`src/rtl/mesm6_io_pkg.sv`:
```
// Shared types and field positions for the MESM-6 peripheral I/O initiator.
package mesm6_io_pkg;

    typedef enum logic [1:0] {IDLE, ACCESS, RESP} io_state_t;

    localparam int unsigned IO_SLOT_LSB = 3;
    localparam int unsigned IO_SLOT_MSB = 5;
    localparam int unsigned IO_SLOT_W   = IO_SLOT_MSB - IO_SLOT_LSB + 1;
    localparam int unsigned IO_REG_W    = 3;
    localparam int unsigned IO_ADDR_W   = 15;
    localparam int unsigned IO_DATA_W   = 48;

    function automatic logic [IO_SLOT_W-1:0] io_slot(input logic [IO_ADDR_W-1:0] addr);
        return addr[IO_SLOT_MSB:IO_SLOT_LSB];
    endfunction

endpackage

```
`src/rtl/mesm6_io_master_if.sv`:
```
// CPU-side request/response and per-slot peripheral bus of the MESM-6 I/O initiator.
interface mesm6_io_master_if
    import mesm6_io_pkg::*;
#(
    parameter int unsigned NDEV = 4
) ();

    logic [IO_ADDR_W-1:0]      io_addr;
    logic                      io_read;
    logic                      io_write;
    logic [IO_DATA_W-1:0]      io_wdata;
    logic [IO_DATA_W-1:0]      io_rdata;
    logic                      io_done;
    logic                      io_error;
    logic [IO_ADDR_W-1:0]      dev_addr;
    logic [IO_DATA_W-1:0]      dev_wdata;
    logic [NDEV-1:0]           dev_read;
    logic [NDEV-1:0]           dev_write;
    logic [IO_DATA_W*NDEV-1:0] dev_rdata;
    logic [NDEV-1:0]           dev_done;

    modport master (
        input  io_addr, io_read, io_write, io_wdata, dev_rdata, dev_done,
        output io_rdata, io_done, io_error, dev_addr, dev_wdata, dev_read, dev_write
    );

    modport slave (
        output io_addr, io_read, io_write, io_wdata, dev_rdata, dev_done,
        input  io_rdata, io_done, io_error, dev_addr, dev_wdata, dev_read, dev_write
    );

endinterface

```
`src/rtl/mesm6_io_master.sv`:
```
// MESM-6 peripheral I/O bus initiator: decodes a CPU request to one of NDEV slots.
// Define MESM6_IO_TIMEOUT_EN to enable the dev_done timeout (TIMEOUT cycles).
module mesm6_io_master
    import mesm6_io_pkg::*;
#(
    parameter int unsigned NDEV    = 4,
    parameter int unsigned TIMEOUT = 255
) (
    input  logic              clk,
    input  logic              reset_n,
    mesm6_io_master_if.master bus
);

    if (NDEV < 1 || NDEV > 8 || TIMEOUT < 1 || TIMEOUT > 65535) begin : g_param_check
        $error("mesm6_io_master: NDEV or TIMEOUT out of range");
    end

    io_state_t             state_q, state_d;
    logic [IO_ADDR_W-1:0]  dev_addr_q, dev_addr_d;
    logic [IO_DATA_W-1:0]  dev_wdata_q, dev_wdata_d;
    logic [NDEV-1:0]       dev_read_q, dev_read_d;
    logic [NDEV-1:0]       dev_write_q, dev_write_d;
    logic                  io_done_q, io_done_d;
    logic                  io_error_q, io_error_d;
    logic [IO_DATA_W-1:0]  io_rdata_q, io_rdata_d;
`ifdef MESM6_IO_TIMEOUT_EN
    localparam logic [15:0] TimeoutLast = 16'(TIMEOUT - 1);
    logic [15:0]           timer_q, timer_d;
`endif

    logic [IO_SLOT_W-1:0]  req_slot;
    logic                  req_slot_ok;
    logic [NDEV-1:0]       req_onehot;
    logic                  acc_done;
    logic [IO_DATA_W-1:0]  acc_rdata;

    // The held strobe vector is the latched slot select; write strobes never return data.
    always_comb begin
        req_slot    = io_slot(bus.io_addr);
        req_slot_ok = 32'(req_slot) < NDEV;
        acc_done    = |(bus.dev_done & (dev_read_q | dev_write_q));
        acc_rdata   = '0;
        for (int k = 0; k < NDEV; k++) begin
            req_onehot[k] = (req_slot == IO_SLOT_W'(k));
            if (dev_read_q[k]) acc_rdata = bus.dev_rdata[k*IO_DATA_W +: IO_DATA_W];
        end
    end

    always_comb begin
        state_d     = state_q;
        dev_addr_d  = dev_addr_q;
        dev_wdata_d = dev_wdata_q;
        dev_read_d  = dev_read_q;
        dev_write_d = dev_write_q;
        io_done_d   = 1'b0;
        io_error_d  = io_error_q;
        io_rdata_d  = io_rdata_q;
`ifdef MESM6_IO_TIMEOUT_EN
        timer_d     = timer_q;
`endif
        unique case (state_q)
            IDLE: begin
                if (bus.io_read || bus.io_write) begin
                    dev_addr_d  = bus.io_addr;
                    dev_wdata_d = bus.io_wdata;
`ifdef MESM6_IO_TIMEOUT_EN
                    timer_d     = '0;
`endif
                    if ((bus.io_read && bus.io_write) || !req_slot_ok) begin
                        state_d    = RESP;
                        io_done_d  = 1'b1;
                        io_error_d = 1'b1;
                        io_rdata_d = '0;
                    end else begin
                        state_d     = ACCESS;
                        dev_read_d  = bus.io_read  ? req_onehot : '0;
                        dev_write_d = bus.io_write ? req_onehot : '0;
                    end
                end
            end
            ACCESS: begin
                if (acc_done) begin
                    state_d     = RESP;
                    io_done_d   = 1'b1;
                    io_error_d  = 1'b0;
                    io_rdata_d  = acc_rdata;
                    dev_read_d  = '0;
                    dev_write_d = '0;
                end
`ifdef MESM6_IO_TIMEOUT_EN
                else if (timer_q == TimeoutLast) begin
                    state_d     = RESP;
                    io_done_d   = 1'b1;
                    io_error_d  = 1'b1;
                    io_rdata_d  = '0;
                    dev_read_d  = '0;
                    dev_write_d = '0;
                end else begin
                    timer_d = timer_q + 16'd1;
                end
`endif
            end
            RESP: state_d = IDLE;
            default: state_d = IDLE;
        endcase
    end

    always_ff @(posedge clk or negedge reset_n) begin
        if (!reset_n) begin
            state_q     <= IDLE;
            dev_addr_q  <= '0;
            dev_wdata_q <= '0;
            dev_read_q  <= '0;
            dev_write_q <= '0;
            io_done_q   <= 1'b0;
            io_error_q  <= 1'b0;
            io_rdata_q  <= '0;
`ifdef MESM6_IO_TIMEOUT_EN
            timer_q     <= '0;
`endif
        end else begin
            state_q     <= state_d;
            dev_addr_q  <= dev_addr_d;
            dev_wdata_q <= dev_wdata_d;
            dev_read_q  <= dev_read_d;
            dev_write_q <= dev_write_d;
            io_done_q   <= io_done_d;
            io_error_q  <= io_error_d;
            io_rdata_q  <= io_rdata_d;
`ifdef MESM6_IO_TIMEOUT_EN
            timer_q     <= timer_d;
`endif
        end
    end

    assign bus.io_rdata  = io_rdata_q;
    assign bus.io_done   = io_done_q;
    assign bus.io_error  = io_error_q;
    assign bus.dev_addr  = dev_addr_q;
    assign bus.dev_wdata = dev_wdata_q;
    assign bus.dev_read  = dev_read_q;
    assign bus.dev_write = dev_write_q;

endmodule

```
`src/flat_wrapper.sv`:
```
// flat-port wrapper written by rule: the top's interface ports become plain ports
module mesm6_io_master_flat import mesm6_io_pkg::*;
#(
    parameter int unsigned NDEV    = 4,
    parameter int unsigned TIMEOUT = 255
)
  (clk, reset_n, bus_io_addr, bus_io_read, bus_io_write, bus_io_wdata, bus_dev_rdata, bus_dev_done, bus_io_rdata, bus_io_done, bus_io_error, bus_dev_addr, bus_dev_wdata, bus_dev_read, bus_dev_write);
  mesm6_io_master_if #(.NDEV(NDEV)) bus_i ();
  input  logic clk;
  input  logic reset_n;
  input wire logic [$bits(bus_i.io_addr)-1:0] bus_io_addr;
  input wire logic [$bits(bus_i.io_read)-1:0] bus_io_read;
  input wire logic [$bits(bus_i.io_write)-1:0] bus_io_write;
  input wire logic [$bits(bus_i.io_wdata)-1:0] bus_io_wdata;
  input wire logic [$bits(bus_i.dev_rdata)-1:0] bus_dev_rdata;
  input wire logic [$bits(bus_i.dev_done)-1:0] bus_dev_done;
  output wire logic [$bits(bus_i.io_rdata)-1:0] bus_io_rdata;
  output wire logic [$bits(bus_i.io_done)-1:0] bus_io_done;
  output wire logic [$bits(bus_i.io_error)-1:0] bus_io_error;
  output wire logic [$bits(bus_i.dev_addr)-1:0] bus_dev_addr;
  output wire logic [$bits(bus_i.dev_wdata)-1:0] bus_dev_wdata;
  output wire logic [$bits(bus_i.dev_read)-1:0] bus_dev_read;
  output wire logic [$bits(bus_i.dev_write)-1:0] bus_dev_write;
  assign bus_i.io_addr = bus_io_addr;
  assign bus_i.io_read = bus_io_read;
  assign bus_i.io_write = bus_io_write;
  assign bus_i.io_wdata = bus_io_wdata;
  assign bus_i.dev_rdata = bus_dev_rdata;
  assign bus_i.dev_done = bus_dev_done;
  assign bus_io_rdata = bus_i.io_rdata;
  assign bus_io_done = bus_i.io_done;
  assign bus_io_error = bus_i.io_error;
  assign bus_dev_addr = bus_i.dev_addr;
  assign bus_dev_wdata = bus_i.dev_wdata;
  assign bus_dev_read = bus_i.dev_read;
  assign bus_dev_write = bus_i.dev_write;
  mesm6_io_master #(.NDEV(NDEV), .TIMEOUT(TIMEOUT)) u_core (.clk(clk), .reset_n(reset_n), .bus(bus_i));
endmodule
```
`config.mk`:
```
export PLATFORM = sky130hd
export DESIGN_NAME = mesm6_io_master_flat
export DESIGN_NICKNAME = d
export VERILOG_FILES = /design/src/rtl/mesm6_io_pkg.sv /design/src/rtl/mesm6_io_master_if.sv /design/src/rtl/mesm6_io_master.sv /design/src/flat_wrapper.sv
export SDC_FILE = /design/constraint.sdc
export NUM_CORES = 1
export LEC_CHECK = 0
export ABC_CLOCK_PERIOD_IN_PS = 1850
export CAP_MARGIN = 40
export CORE_AREA = 2 2 151 153
export CTS_BUF_LIST = sky130_fd_sc_hd__clkbuf_4 sky130_fd_sc_hd__clkbuf_8
export CTS_CLUSTER_DIAMETER = 60
export CTS_CLUSTER_SIZE = 8
export DETAILED_ROUTE_END_ITERATION = 7
export DIE_AREA = 0 0 153 155
export GPL_TIMING_DRIVEN = 0
export PLACE_DENSITY_LB_ADDON = 0.2
export SLEW_MARGIN = 10
export SYNTH_ARGS = -nofsm -noshare
export SYNTH_HDL_FRONTEND = slang
export SYNTH_SLANG_ARGS = --single-unit
```
`constraint.sdc`:
```
create_clock -name clk -period 1.85 [get_ports clk]
set_input_delay 0.185 -clock clk [delete_from_list [all_inputs] [get_ports clk]]
set_output_delay 0.185 -clock clk [all_outputs]
set_load 0.1 [all_outputs]
```
-- Word-level counts from Yosys, hierarchy flattened
Cells that the tools add are included.
- logic and storage cells: 60
- flip-flop bits (word level): 123
- input bits: 263
- output and inout bits: 121
- eq/ne operators: 8
- order comparisons: 1
- bitwise logic cells: 2
- reductions and logical operators: 12
- mux-type cells: 29
- operators with widths (cell ; count):
    two-way mux 48 bit ; 7
    case mux 48 bit (2 select lines) ; 1
    two-way mux 4 bit ; 7
    case mux 4 bit (2 select lines) ; 2
    AND reduction 4 bit ; 2
    == test 3 x 2 -> 1 bit (second input constant) ; 2
    two-way mux 1 bit ; 6
    two-way mux 2 bit ; 3
    inequality test 2 x 1 -> 1 bit (second input constant) ; 3
    AND 4 bit ; 1
    OR 4 bit ; 1
    case mux 1 bit (2 select lines) ; 2
    case mux 2 bit (2 select lines) ; 1
    AND reduction 2 bit ; 2
    OR reduction 4 bit ; 1
    == test 3 x 1 -> 1 bit (second input constant) ; 1
    zero test 3 bit ; 1
    < comparator 3 bit (second input constant) ; 1
    == test 2 x 1 -> 1 bit (second input constant) ; 1
    zero test 2 bit ; 1
    logical OR 1 bit ; 2
    inequality test 2 bit (second input constant) ; 1
    nonzero test 2 bit ; 1
    logical AND 1 bit ; 1
    zero test 1 bit ; 1

-- Logic depth before layout (Yosys ltp)
Gate-level depths: netlist of the first run.
- depth after elaboration: 6
- gate-level depth with buffers: 8
- depth with buffers taken out: 4

-- Least setup slack after synthesis of the first run
Ideal clock, no wire load.
- kind: flip-flop to flip-flop
- from: reg u_core.dev_read_q[1], in the netlist u_core.bus.dev_read[1]
- to: reg u_core.io_rdata_q[10], in the netlist u_core.bus.io_rdata[10]
- path slack: -0.455 ns
- path buffers: 4
- arrival: 2.159 ns
- cell stages (with the launch flop): 9
- cells stage by stage: dfrtp_1 > buf_2 > o21ai_1 > a41o_1 > buf_4 > buf_6 > buf_2 > nand3_1 > o41ai_2
- longest elaborated chain between the ends: 5
- RTL lines (item ; line ; text):
    from (decl) ; mesm6_io_master.sv:21 ; logic [NDEV-1:0] dev_read_q, dev_read_d;
    from (signal assigned) ; mesm6_io_master.sv:125 ; dev_read_q <= dev_read_d;
    OR 4 bit / two-way mux 48 bit (equally long branches) ; mesm6_io_master.sv:41, mesm6_io_master.sv:45 ;
    AND 4 bit / two-way mux 48 bit (equally long branches) ; mesm6_io_master.sv:41, mesm6_io_master.sv:45 ;
    OR reduction 4 bit / two-way mux 48 bit (equally long branches) ; mesm6_io_master.sv:41, mesm6_io_master.sv:45 ;
    inequality test 2 x 1 -> 1 bit (no source line) / two-way mux 48 bit (equally long branches) ; -- ;
    AND reduction 4 bit (no source line) / case mux 48 bit (2 select lines) (equally long branches) ; -- ;
    to (signal assigned) ; mesm6_io_master.sv:129 ; io_rdata_q <= io_rdata_d;
    to (decl) ; mesm6_io_master.sv:25 ; logic [IO_DATA_W-1:0] io_rdata_q, io_rdata_d;
Several ways; a longest one is shown, not always the timed one. The select of a mux whose other input is x is not followed.
A chain may end at the register's enable or synchronous reset.

-- Worst setup path after layout of the first run
- from: reg u_core.dev_read_q[2], in the netlist u_core.bus.dev_read[2]
- to: reg u_core.io_rdata_q[30], in the netlist u_core.bus.io_rdata[30]
- longest elaborated chain between the ends: 5
- RTL lines (item ; line ; text):
    OR 4 bit ; mesm6_io_master.sv:41 ; acc_done = |(bus.dev_done & (dev_read_q | dev_write_q));
    AND 4 bit ; mesm6_io_master.sv:41 ;
    OR reduction 4 bit ; mesm6_io_master.sv:41 ;
    inequality test 2 x 1 -> 1 bit (no source line) ; -- ;
    AND reduction 4 bit (no source line) ; -- ;
Several ways; a longest one is shown, not always the timed one. The select of a mux whose other input is x is not followed.

==> results of run 1 <==
## synthesized netlist by cell type, drive strengths merged (3+ instances only)
| master | instances | area share |
|---|---|---|
| nand2 | 7 | 0.0043 |
| dfrtp | 123 | 0.50 |
| mux2 | 63 | 0.12 |
| clkbuf | 23 | 0.014 |
| inv | 4 | 0.0024 |
| o21ai | 10 | 0.0082 |
| nand3 | 58 | 0.047 |
| o41ai | 50 | 0.13 |
| nand3b | 3 | 0.0037 |
| a221oi | 47 | 0.067 |
| a21oi | 3 | 0.0024 |
| o22ai | 47 | 0.048 |
| buf | 39 | 0.038 |
## metrics by stage
stage               setup TNS, ns  utilization
detailed placement         -10.22        0.579
floorplan                       0            -
global placement          -603.19        0.464
global route               -0.484        0.605
finish                    -0.0139        0.605
CTS                             0        0.598
## cell type report
class | count | area [µm²]
inverter | 4 | 15.0
tap | 285 | 357
timing repair buffer | 502 | 6400
multi-input combinational | 301 | 2800
sequential | 123 | 3100
buffer | 60 | 395
clock inverter | 14 | 124
fill | 1704 | 8790
clock buffer | 18 | 241
## flip-flops by register name, indices dropped and copies added (netlist names)
signal / cells
u_core.bus.io_rdata: 48
u_core.bus.io_error: 1
u_core.bus.dev_addr: 15
u_core.bus.dev_wdata: 48
u_core.bus.io_done: 1
u_core.bus.dev_read: 4
u_core.bus.dev_write: 4
u_core.state_q: 2
## what timing repair did
action | 4_1_cts | 5_1_grt
hold endpoints to repair | 56 | 0
gates cloned | 0 | 1
resized for setup | 36 | 33
endpoints found under the setup margin | 114 | 47
hold buffers | 1 | 0
## where the power goes
part           switching, W  internal, W
registers          0.000550      0.00361
clock network       0.00131     0.000992
logic                0.0108      0.00713
total                0.0127       0.0117
## worst register-to-register path: cells and delay by family, from the launching register on
family	cells	cell delay, ns
buffers and inverters	2	0.45
AOI/OAI and AO/OA	2	0.40
DFF	1	0.53
and+or+nand+nor	1	0.35
## worst paths after layout
check	from	slack, ns	endpoint	cells past startpoint
min in group asynchronous	reset_n	0.27	u_core.bus.dev_wdata[0]$_DFFE_PN0P_	2
worst min register to register	u_core.bus.dev_addr[10]$_DFFE_PN0P_	0.49	u_core.bus.dev_addr[10]$_DFFE_PN0P_	1
worst max-delay path	u_core.bus.dev_read[2]$_DFFE_PN0P_	-0.01	u_core.bus.io_rdata[30]$_DFFE_PN0P_	5
worst max register to register	u_core.bus.dev_read[2]$_DFFE_PN0P_	-0.01	u_core.bus.io_rdata[30]$_DFFE_PN0P_	5
max in group asynchronous	reset_n	0.80	u_core.bus.dev_read[0]$_DFFE_PN0P_	3
worst min-delay path	bus_io_read	0.03	u_core.bus.dev_read[3]$_DFFE_PN0P_	3
## per-layer routing
layer	track usage	vias to the layer above	wire (µm)
met2	0.393	310	13700
met3	0.0582	41	1950
li1	-	3007	-
met1	0.282	3229	11300
met4	0.0675	0	584
met5	0	-	0
## cell families (layout without fill, tap and decap cells)
family	Yosys count	in the layout
muxes	63	63
AOI/OAI and AO/OA	160	160
xor gates and xnor gates	1	1
DFF	123	123
and+or+nand+nor	77	77
buffers and inverters	66	598
==> flow_summary.json, run 1 <==
{
  "outcome": "finished with violations",
  "violations": "negative setup slack",
  "slowest_stage": "dfrtp_4",
  "clockBufferDepth": 2,
  "setup_viol": 1,
  "final_common_cell": "clkdlybuf4s50_1",
  "placed_area_mm2": 0.0129,
  "syn_area_per_cell_um2": 12.5,
  "routedWlPerCell_um": 21.1,
  "grt_max_degree": 68,
  "die-area_mm2": 0.0237,
  "io_pins": 384,
  "period_needed_ns": 1.86,
  "synth_mux_area_frac": 0.116,
  "fin_skew_ns": 0.0126,
  "hpwl_mm": 21.2,
  "synth_top_family_by_area": "compound AO/OA/AOI/OAI gates",
  "fin_crit_sh": 1.01,
  "ys_types": 29,
  "diodes": 0,
  "cts-root-buf": "clkbuf_8",
  "synthAdderAreaFrac": 0,
  "path_class": "reg -> reg",
  "crit_arrival_ns": 2.17,
  "final_cell_mix": "clkdlybuf4s50_1, dfrtp_1, buf_8",
  "routed_wl_mm": 27.5,
  "synth-seq-area-share": 0.502,
  "async_flop_share": 1.00,
  "worst_hold_path_type": "in -> reg",
  "synth_edf_count": 0,
  "clock_sinks": 123,
  "design_area_mm2": 0.0134,
  "cp-end-kind": "flip-flop",
  "core_area_mm2": 0.0222,
  "grt_pass1_wl_mm": 41.6,
  "overflow": 0,
  "holdWs_ns": 0.0316,
  "grt_pass1_vias": 7090,
  "initial_utilization": 0.276,
  "critPathLaunchType": "flip-flop",
  "rsz0062_at_grt": "yes",
  "yosys_warnings": 0,
  "power.total_w": 0.0244,
  "post_cts_buffers": 0,
  "hold_viol_final": 0,
  "ir_drop_mv": 2.26,
  "drt_pass1_iterations": 4,
  "die_y_um": 155,
  "antenna_found_initial": 0,
  "max_freq_ghz": 0.537,
  "fin_cells": 1307,
  "slew_violations": 0,
  "via_per_inst": 5.04,
  "max_cap_violations": 0,
  "place_congestion": 0.801,
  "clkTransAtPathRegs_ns": 0.09,
  "setup_ws_ns": -0.0139,
  "synth_area_mm2": 0.00613,
  "crit_family": "flip-flops",
  "yosys_most_used_dff": "dfrtp_1",
  "drt-initial-drc-count": 348,
  "synthCells": 490,
  "synth_compound_area_frac": 0.262,
  "grt_usage": 0.228,
  "vias": 6587,
  "dp_cells": 1276,
  "power.density_mw_per_mm2": 1820,
  "dp_slack_ns": -0.239,
  "synth_simple_gate_area_frac": 0.0647,
  "ys_ff_latch": 123,
  "slew-limit-headroom": 0.455,
  "nets": 1272,
  "synth_xor_area_frac": 0.00143,
  "tightest_slew_ns": 0.818,
  "area_delta_synth_final_pct": 119,
  "cts_inserted_buffers": 17,
  "remaining_drc_errors": 0,
  "clock_latency_ns": 0.45,
  "cp_cell_sequence": "or2_2 -> clkbuf_4 -> clkbuf_4 -> a221oi_1 -> o41ai_2",
  "die_w_um": 153,
  "cts_htree_levels": 4,
  "synth_nets": 753,
  "num_rows": 55,
  "path_common_cell": "clkbuf_4",
  "p_leak_nw": 5.64,
  "critical_path.max_stage_delay_ns": 0.53,
  "crit_buf_inv": 2,
  "path_max_fanout": 10,
  "io_buffers": 379,
  "worstPathRequired_ns": 2.16,
  "cts_tree": "yes",
  "ant_nets": 0,
  "drive_above_1_share": 0.324
}
No activity file was read; power rests on OpenSTA's default activity.
==> run 2: changes to the inputs <==
Settings changed: GPL_TIMING_DRIVEN 0 to 1.
==> run 2 against run 1 <==
  * The flow now finishes without violations
  * Sequential share of layout area is 6.3 points higher
  * Non-clock buffer count down 147
  * Register-to-register slack gained 0.04 ns
  * Design area down 21%
  * Die area stayed put
  * Fmax is 2.4% higher
  * Core utilization decreased by 13 points
  * Wire length shrank 18%
  * Clock skew barely moved
  * Critical path type unchanged
  * Worst hold slack better by 0.12 ns
==> flow_summary.json, run 2 (synthesis results as in run 1) <==
{
  "seq_area_mm2": 0.00310,
  "vias": 5813,
  "dp_cells": 1127,
  "remaining_drc_errors": 0,
  "rr_worst_depth": 4,
  "grt_usage": 0.185,
  "die_w_um": 153,
  "clock_sinks": 123,
  "seqPwrFrac": 0.209,
  "routedWlPerCell_um": 19.5,
  "die_y_um": 155,
  "antenna_found_initial": 0,
  "switching_share": 0.579,
  "fin_skew_ns": 0.0125,
  "drt-initial-drc-count": 184,
  "setup.worst_path.start": "u_core.state_q[0]$_DFFE_PN0P_",
  "r2r-end": "u_core.bus.io_rdata[7]$_DFFE_PN0P_",
  "dp_slack_ns": -0.190,
  "drive_above_1_share": 0.350,
  "grt_pass1_wl_mm": 34.4,
  "crit_buf_inv": 1,
  "cts_inserted_buffers": 17,
  "cp-end-kind": "flip-flop",
  "slew_violations": 0,
  "critPathLaunchType": "flip-flop",
  "slowest_stage": "or4_2",
  "routed_wl_mm": 22.7,
  "critical_path.max_stage_delay_ns": 0.73,
  "cp-endpoint": "u_core.bus.io_rdata[7]$_DFFE_PN0P_",
  "area_delta_synth_final_pct": 72.2,
  "power.switching_w": 0.0115,
  "intPower_w": 0.00834,
  "io_pins": 384,
  "fin_cells": 1161,
  "cts_tree": "yes",
  "setup_viol": 0,
  "nets": 1126,
  "initial_utilization": 0.276,
  "clkTransAtPathRegs_ns": 0.09,
  "via_per_inst": 5.01,
  "max_cap_violations": 0,
  "path_max_fanout": 51,
  "grt_pass1_vias": 5999,
  "ant_nets": 0,
  "clock_latency_ns": 0.45,
  "cp_cell_sequence": "or4_2 -> buf_12 -> nand3_1 -> o41ai_2",
  "p_comb_frac": 0.671,
  "path_class": "reg -> reg",
  "crit_arrival_ns": 2.12,
  "cts_htree_levels": 4,
  "power.density_mw_per_mm2": 1880,
  "place_congestion": 0.771,
  "crit_family": "simple AND/OR/NAND/NOR gates",
  "ff2ff_setup_slack_ns": 0.03,
  "p_leak_nw": 4.48,
  "hold_viol_final": 0,
  "setup_ws_ns": 0.0304,
  "final_cell_mix": "clkdlybuf4s50_1, buf_4, dfrtp_1",
  "overflow": 0,
  "io_buffers": 383,
  "rsz0062_at_grt": "no",
  "worstPathRequired_ns": 2.15,
  "die-area_mm2": 0.0237,
  "post_cts_buffers": 0,
  "outcome": "completed",
  "period_needed_ns": 1.82,
  "ir_drop_mv": 1.72,
  "diodes": 0,
  "num_rows": 55,
  "fin_crit_sh": 0.984,
  "rr_startpoint": "u_core.state_q[0]$_DFFE_PN0P_",
  "path_depth": 4,
  "multiInputGateArea_mm2": 0.00276,
  "slew-limit-headroom": 0.658,
  "hpwl_mm": 16.8,
  "cts-root-buf": "clkbuf_8",
  "drt_pass1_iterations": 4,
  "clockPowerShare": 0.120,
  "clockBufferDepth": 2,
  "core_area_mm2": 0.0222,
  "tightest_slew_ns": 0.513,
  "nFillCells": 2062,
  "grt_max_degree": 59,
  "final_common_cell": "clkdlybuf4s50_1",
  "worst_hold_path_type": "in -> async",
  "max_freq_ghz": 0.550
}
-- run 2: layer usage --
layer	track usage	wire length, µm	share of wire	vias to the layer above
li1	-	-	-	2721
met1	0.219	9090	0.40	2804
met2	0.312	11000	0.49	265
met3	0.0694	2130	0.094	23
met4	0.0591	424	0.019	0
met5	0	0	0	-
-- run 2: area by class of cell --
cell class / instances / area share
inverter: 4 / 0.00142
sequential: 123 / 0.294
multi-input combinational: 302 / 0.262
clock inverter: 13 / 0.0127
tap: 285 / 0.0338
clock buffer: 19 / 0.0242
timing repair buffer: 415 / 0.373
-- run 2: power groups by stage --
stage | Sequential [W] | Combinational (W) | Clock, W
after floorplan | 0.0105 | 0.00350 | 0
after global placement | 0.00415 | 0.0134 | 0
after detailed placement | 0.00418 | 0.0134 | 0
after CTS | 0.00415 | 0.0134 | 0.00250
after global routing | 0.00427 | 0.0139 | 0.00261
final | 0.00414 | 0.0133 | 0.00238
-- run 2: how the worst min path moves through the flow --
stage                  from  depth (start not counted)  slack, ns                                   end
finish              reset_n                          2       0.16  u_core.bus.dev_wdata[26]$_DFFE_PN0P_
global route        reset_n                          2       0.13  u_core.bus.dev_wdata[12]$_DFFE_PN0P_
CTS                 reset_n                          2       0.09   u_core.bus.dev_wdata[0]$_DFFE_PN0P_
detailed placement  reset_n                          1       0.05   u_core.bus.dev_wdata[0]$_DFFE_PN0P_
global placement    reset_n                          1       0.05   u_core.bus.dev_wdata[0]$_DFFE_PN0P_
floorplan           reset_n                          0      -0.11    u_core.bus.dev_addr[0]$_DFFE_PN0P_
-- run 2: per-stage QoR --
step / area, µm² / setup TNS, ns / hold WS (ns) / utilization / power (W)
floorplan: 6170 / 0 / -0.111 / - / 0.0140
global placement: 10100 / -7.27 / 0.0534 / 0.457 / 0.0176
detailed placement: 10100 / -9.98 / 0.0510 / 0.457 / 0.0176
CTS: 10500 / 0 / 0.0877 / 0.475 / 0.0201
global route: 10600 / 0 / 0.125 / 0.475 / 0.0207
finish: 10600 / 0 / 0.155 / 0.475 / 0.0198
-- run 2: timing repair --
item	in CTS	in global routing
gates resized for setup	0	3
hold buffers	1	0
endpoints found under the hold margin	123	0
setup endpoints to repair	0	33
-- run 2: worst register-to-register path: stages, from the launching register on --
cell and delay (ns):
dfrtp_1 0.45, or4_2 0.73, buf_12 0.21, nand3_1 0.21, o41ai_2 0.08
==> run 3: changes to the inputs <==
Settings changed: ABC_AREA from default to 1, ABC_CLOCK_PERIOD_IN_PS 1850 to 1900, CAP_MARGIN 40 to default, CORE_AREA 2 2 151 153 to default, CORE_UTILIZATION from default to 30, DIE_AREA 0 0 153 155 to default.
Clock period 1.85 ns to 1.9 ns, I/O delays scaled along.
==> run 3 against run 2 <==
  * Sequential power rose by 3%
  * Wire length up 12%
  * Combinational power up 11%
  * Clock power is 8% higher
  * Worst hold slack improved by 0.10 ns
  * Synthesized cell count rose by 56%
  * Power is 8.9% higher
  * Clock skew rose by 0.0036 ns
  * First-iteration DRC count grew 100%
  * Sequential cell count stayed put
  * Area after synthesis grew 6.3%
  * Core utilization is 4.2 points higher
  * Largest cell class unchanged
==> flow_summary.json, run 3 <==
{
  "outcome": "completed",
  "drt_pass1_iterations": 6,
  "synth_most_common_cell": "nand2_1",
  "slew-limit-headroom": 0.685,
  "synth_area_mm2": 0.00652,
  "drt-initial-drc-count": 377,
  "path_class": "reg -> out",
  "diodes": 0,
  "gr-max-usage-layer": "met2",
  "die-area_mm2": 0.0223,
  "syn_area_per_cell_um2": 8.51,
  "synth_top_area_share": 0.472,
  "vias": 6925,
  "rsz0062_at_grt": "no",
  "grtUsageMet1": 0.279,
  "core_area_mm2": 0.0212,
  "multiInputGateArea_mm2": 0.00308,
  "fin_skew_ns": 0.0161,
  "remaining_drc_errors": 0,
  "nets": 1398,
  "io_pins": 384,
  "critPathLaunchType": "flip-flop",
  "antenna_found_initial": 0,
  "cp_cell_sequence": "buf_4 -> buf_12",
  "place_congestion": 0.860,
  "synth-seq-area-share": 0.472,
  "netlist_top_cells_area": "dfrtp_1, nand2_1, a21oi_1",
  "grt.met2_usage": 0.404,
  "power.density_mw_per_mm2": 1970,
  "grt_pass1_vias": 7040,
  "synth_nets": 1029,
  "tightest_slew_ns": 0.473,
  "path_max_fanout": 32,
  "synthCells": 766,
  "max_cap_violations": 0,
  "holdWs_ns": 0.257,
  "yosys_warnings": 0,
  "hpwl_mm": 19.1,
  "synthAdderAreaFrac": 0,
  "post_cts_resized": 0,
  "grt_max_degree": 52,
  "hold_viol_final": 0,
  "routedWlPerCell_um": 17.9,
  "routed_wl_mm": 25.5,
  "io_buffers": 383,
  "worstPathRequired_ns": 1.71,
  "initial_utilization": 0.308,
  "num_rows": 53,
  "cp-end-kind": "primary output",
  "ir_drop_mv": 1.53,
  "setup_viol": 0,
  "grt_pass1_wl_mm": 39.0,
  "synth_mux_area_frac": 0.105,
  "grt_util_met3": 0.0503,
  "final_common_cell": "clkdlybuf4s50_1",
  "setup-tns-final_ns": 0,
  "cts_hold_buf": 1,
  "ys_types": 23,
  "synth_top_family_by_area": "simple AND/OR/NAND/NOR gates",
  "yosys_most_used_dff": "dfrtp_1",
  "nFillCells": 2028,
  "area_delta_synth_final_pct": 67.8,
  "clockBufferDepth": 2,
  "synth_compound_area_frac": 0.172,
  "ant_nets": 0,
  "clock_sinks": 123,
  "seq_area_mm2": 0.00308,
  "synth_simple_gate_area_frac": 0.194,
  "slowest_stage": "dfrtp_2",
  "async_flop_share": 1.00,
  "die_w_um": 149,
  "crit_arrival_ns": 1.43,
  "final_cell_mix": "clkdlybuf4s50_1, nand2_1, buf_4",
  "post_cts_buffers": 0,
  "overflow": 0,
  "cts_htree_levels": 4,
  "cts_inserted_buffers": 17,
  "die_y_um": 149,
  "synth_top_area_cell": "dfrtp_1",
  "clock_latency_ns": 0.44,
  "cts_tree": "yes",
  "synth_edf_count": 0,
  "via_per_inst": 4.87,
  "p_leak_nw": 5.03,
  "grt_usage": 0.230,
  "max_freq_ghz": 0.619,
  "cts-root-buf": "clkbuf_8",
  "synth_commonest_cells": "nand2_1, dfrtp_1, a21oi_1",
  "period_needed_ns": 1.62,
  "ys_ff_latch": 123,
  "slew_violations": 0,
  "fin_crit_sh": 0.851,
  "drive_above_1_share": 0.211,
  "clkTransAtPathRegs_ns": 0.09,
  "critical_path.max_stage_delay_ns": 0.39,
  "worst_hold_path_type": "in -> async",
  "synth_xor_area_frac": 0
}
run 3: changes by cell type after synthesis, moves of 14 or more:
cell      previous run  this run
a21oi_1              3        96
o22ai_1             47         0
o211ai_1             0        48
mux2_1               6        20
a221oi_1            47         0
o21ai_0              4        52
mux2_2              57        37
o41ai_2             50         0
nand2_1              7       218
nor2_1               2        16
run 3: stage by stage:
| stage | utilization | worst slack, ns | total power [W] | instances | cell area, µm² |
|---|---|---|---|---|---|
| global route | 0.517 | 0.193 | 0.0226 | 1423 | 10900 |
| CTS | 0.517 | 0.238 | 0.0218 | 1423 | 10900 |
| floorplan | - | 0.0956 | 0.0152 | 766 | 6530 |
| finish | 0.517 | 0.283 | 0.0216 | 1423 | 10900 |
| global placement | 0.496 | 0.139 | 0.0191 | 1390 | 10500 |
| detailed placement | 0.496 | 0.141 | 0.0192 | 1390 | 10500 |
run 3: logic make-up (layout without fill, tap and decap cells):
| group | after synthesis | count (layout) |
|---|---|---|
| and+or+nand+nor | 305 | 305 |
| DFF | 123 | 123 |
| buffers and inverters | 80 | 462 |
| AOI/OAI and AO/OA | 198 | 198 |
| muxes | 60 | 60 |
run 3: power by group:
part	internal [W]	switching, W	total (W)
Sequential	0.00368	0.000598	0.00428
Combinational	0.00371	0.0110	0.0147
Clock	0.00137	0.00120	0.00256
Total	0.00876	0.0128	0.0216
run 3: area by class of cell:
type / instances / area share
Sequential cell: 123 / 0.282
Clock buffer: 18 / 0.0226
Multi-Input combinational cell: 563 / 0.281
Clock inverter: 14 / 0.0167
Inverter: 15 / 0.00515
Tap cell: 275 / 0.0314
Timing Repair Buffer: 415 / 0.361
run 3: per-layer routing:
metal / up-vias / wire, µm
met2: 257 / 12900
met5: - / 0
met4: 0 / 497
met1: 3262 / 10500
li1: 3376 / -
met3: 30 / 1620
run 3: worst paths after layout:
check,start,endpoint,slack [ns],cells past startpoint
hold reg to reg,u_core.bus.dev_addr[5]$_DFFE_PN0P_,u_core.bus.dev_addr[5]$_DFFE_PN0P_,0.48,2
max in group asynchronous,reset_n,u_core.bus.dev_read[1]$_DFFE_PN0P_,0.92,3
setup / recovery,u_core.bus.dev_read[0]$_DFFE_PN0P_,bus_dev_read[0],0.28,2
hold / removal,reset_n,u_core.bus.dev_wdata[27]$_DFFE_PN0P_,0.26,2
setup reg to reg,u_core.bus.dev_read[2]$_DFFE_PN0P_,u_core.bus.io_rdata[23]$_DFFE_PN0P_,0.35,9
min in group clk,bus_io_wdata[38],u_core.bus.dev_wdata[38]$_DFFE_PN0P_,0.34,2
run 3: worst max-delay path: cells and delay by family, from the launching register on:
| family | cells | cell delay (ns) |
|---|---|---|
| flip-flops | 1 | 0.39 |
| buffers and inverters | 2 | 0.59 |
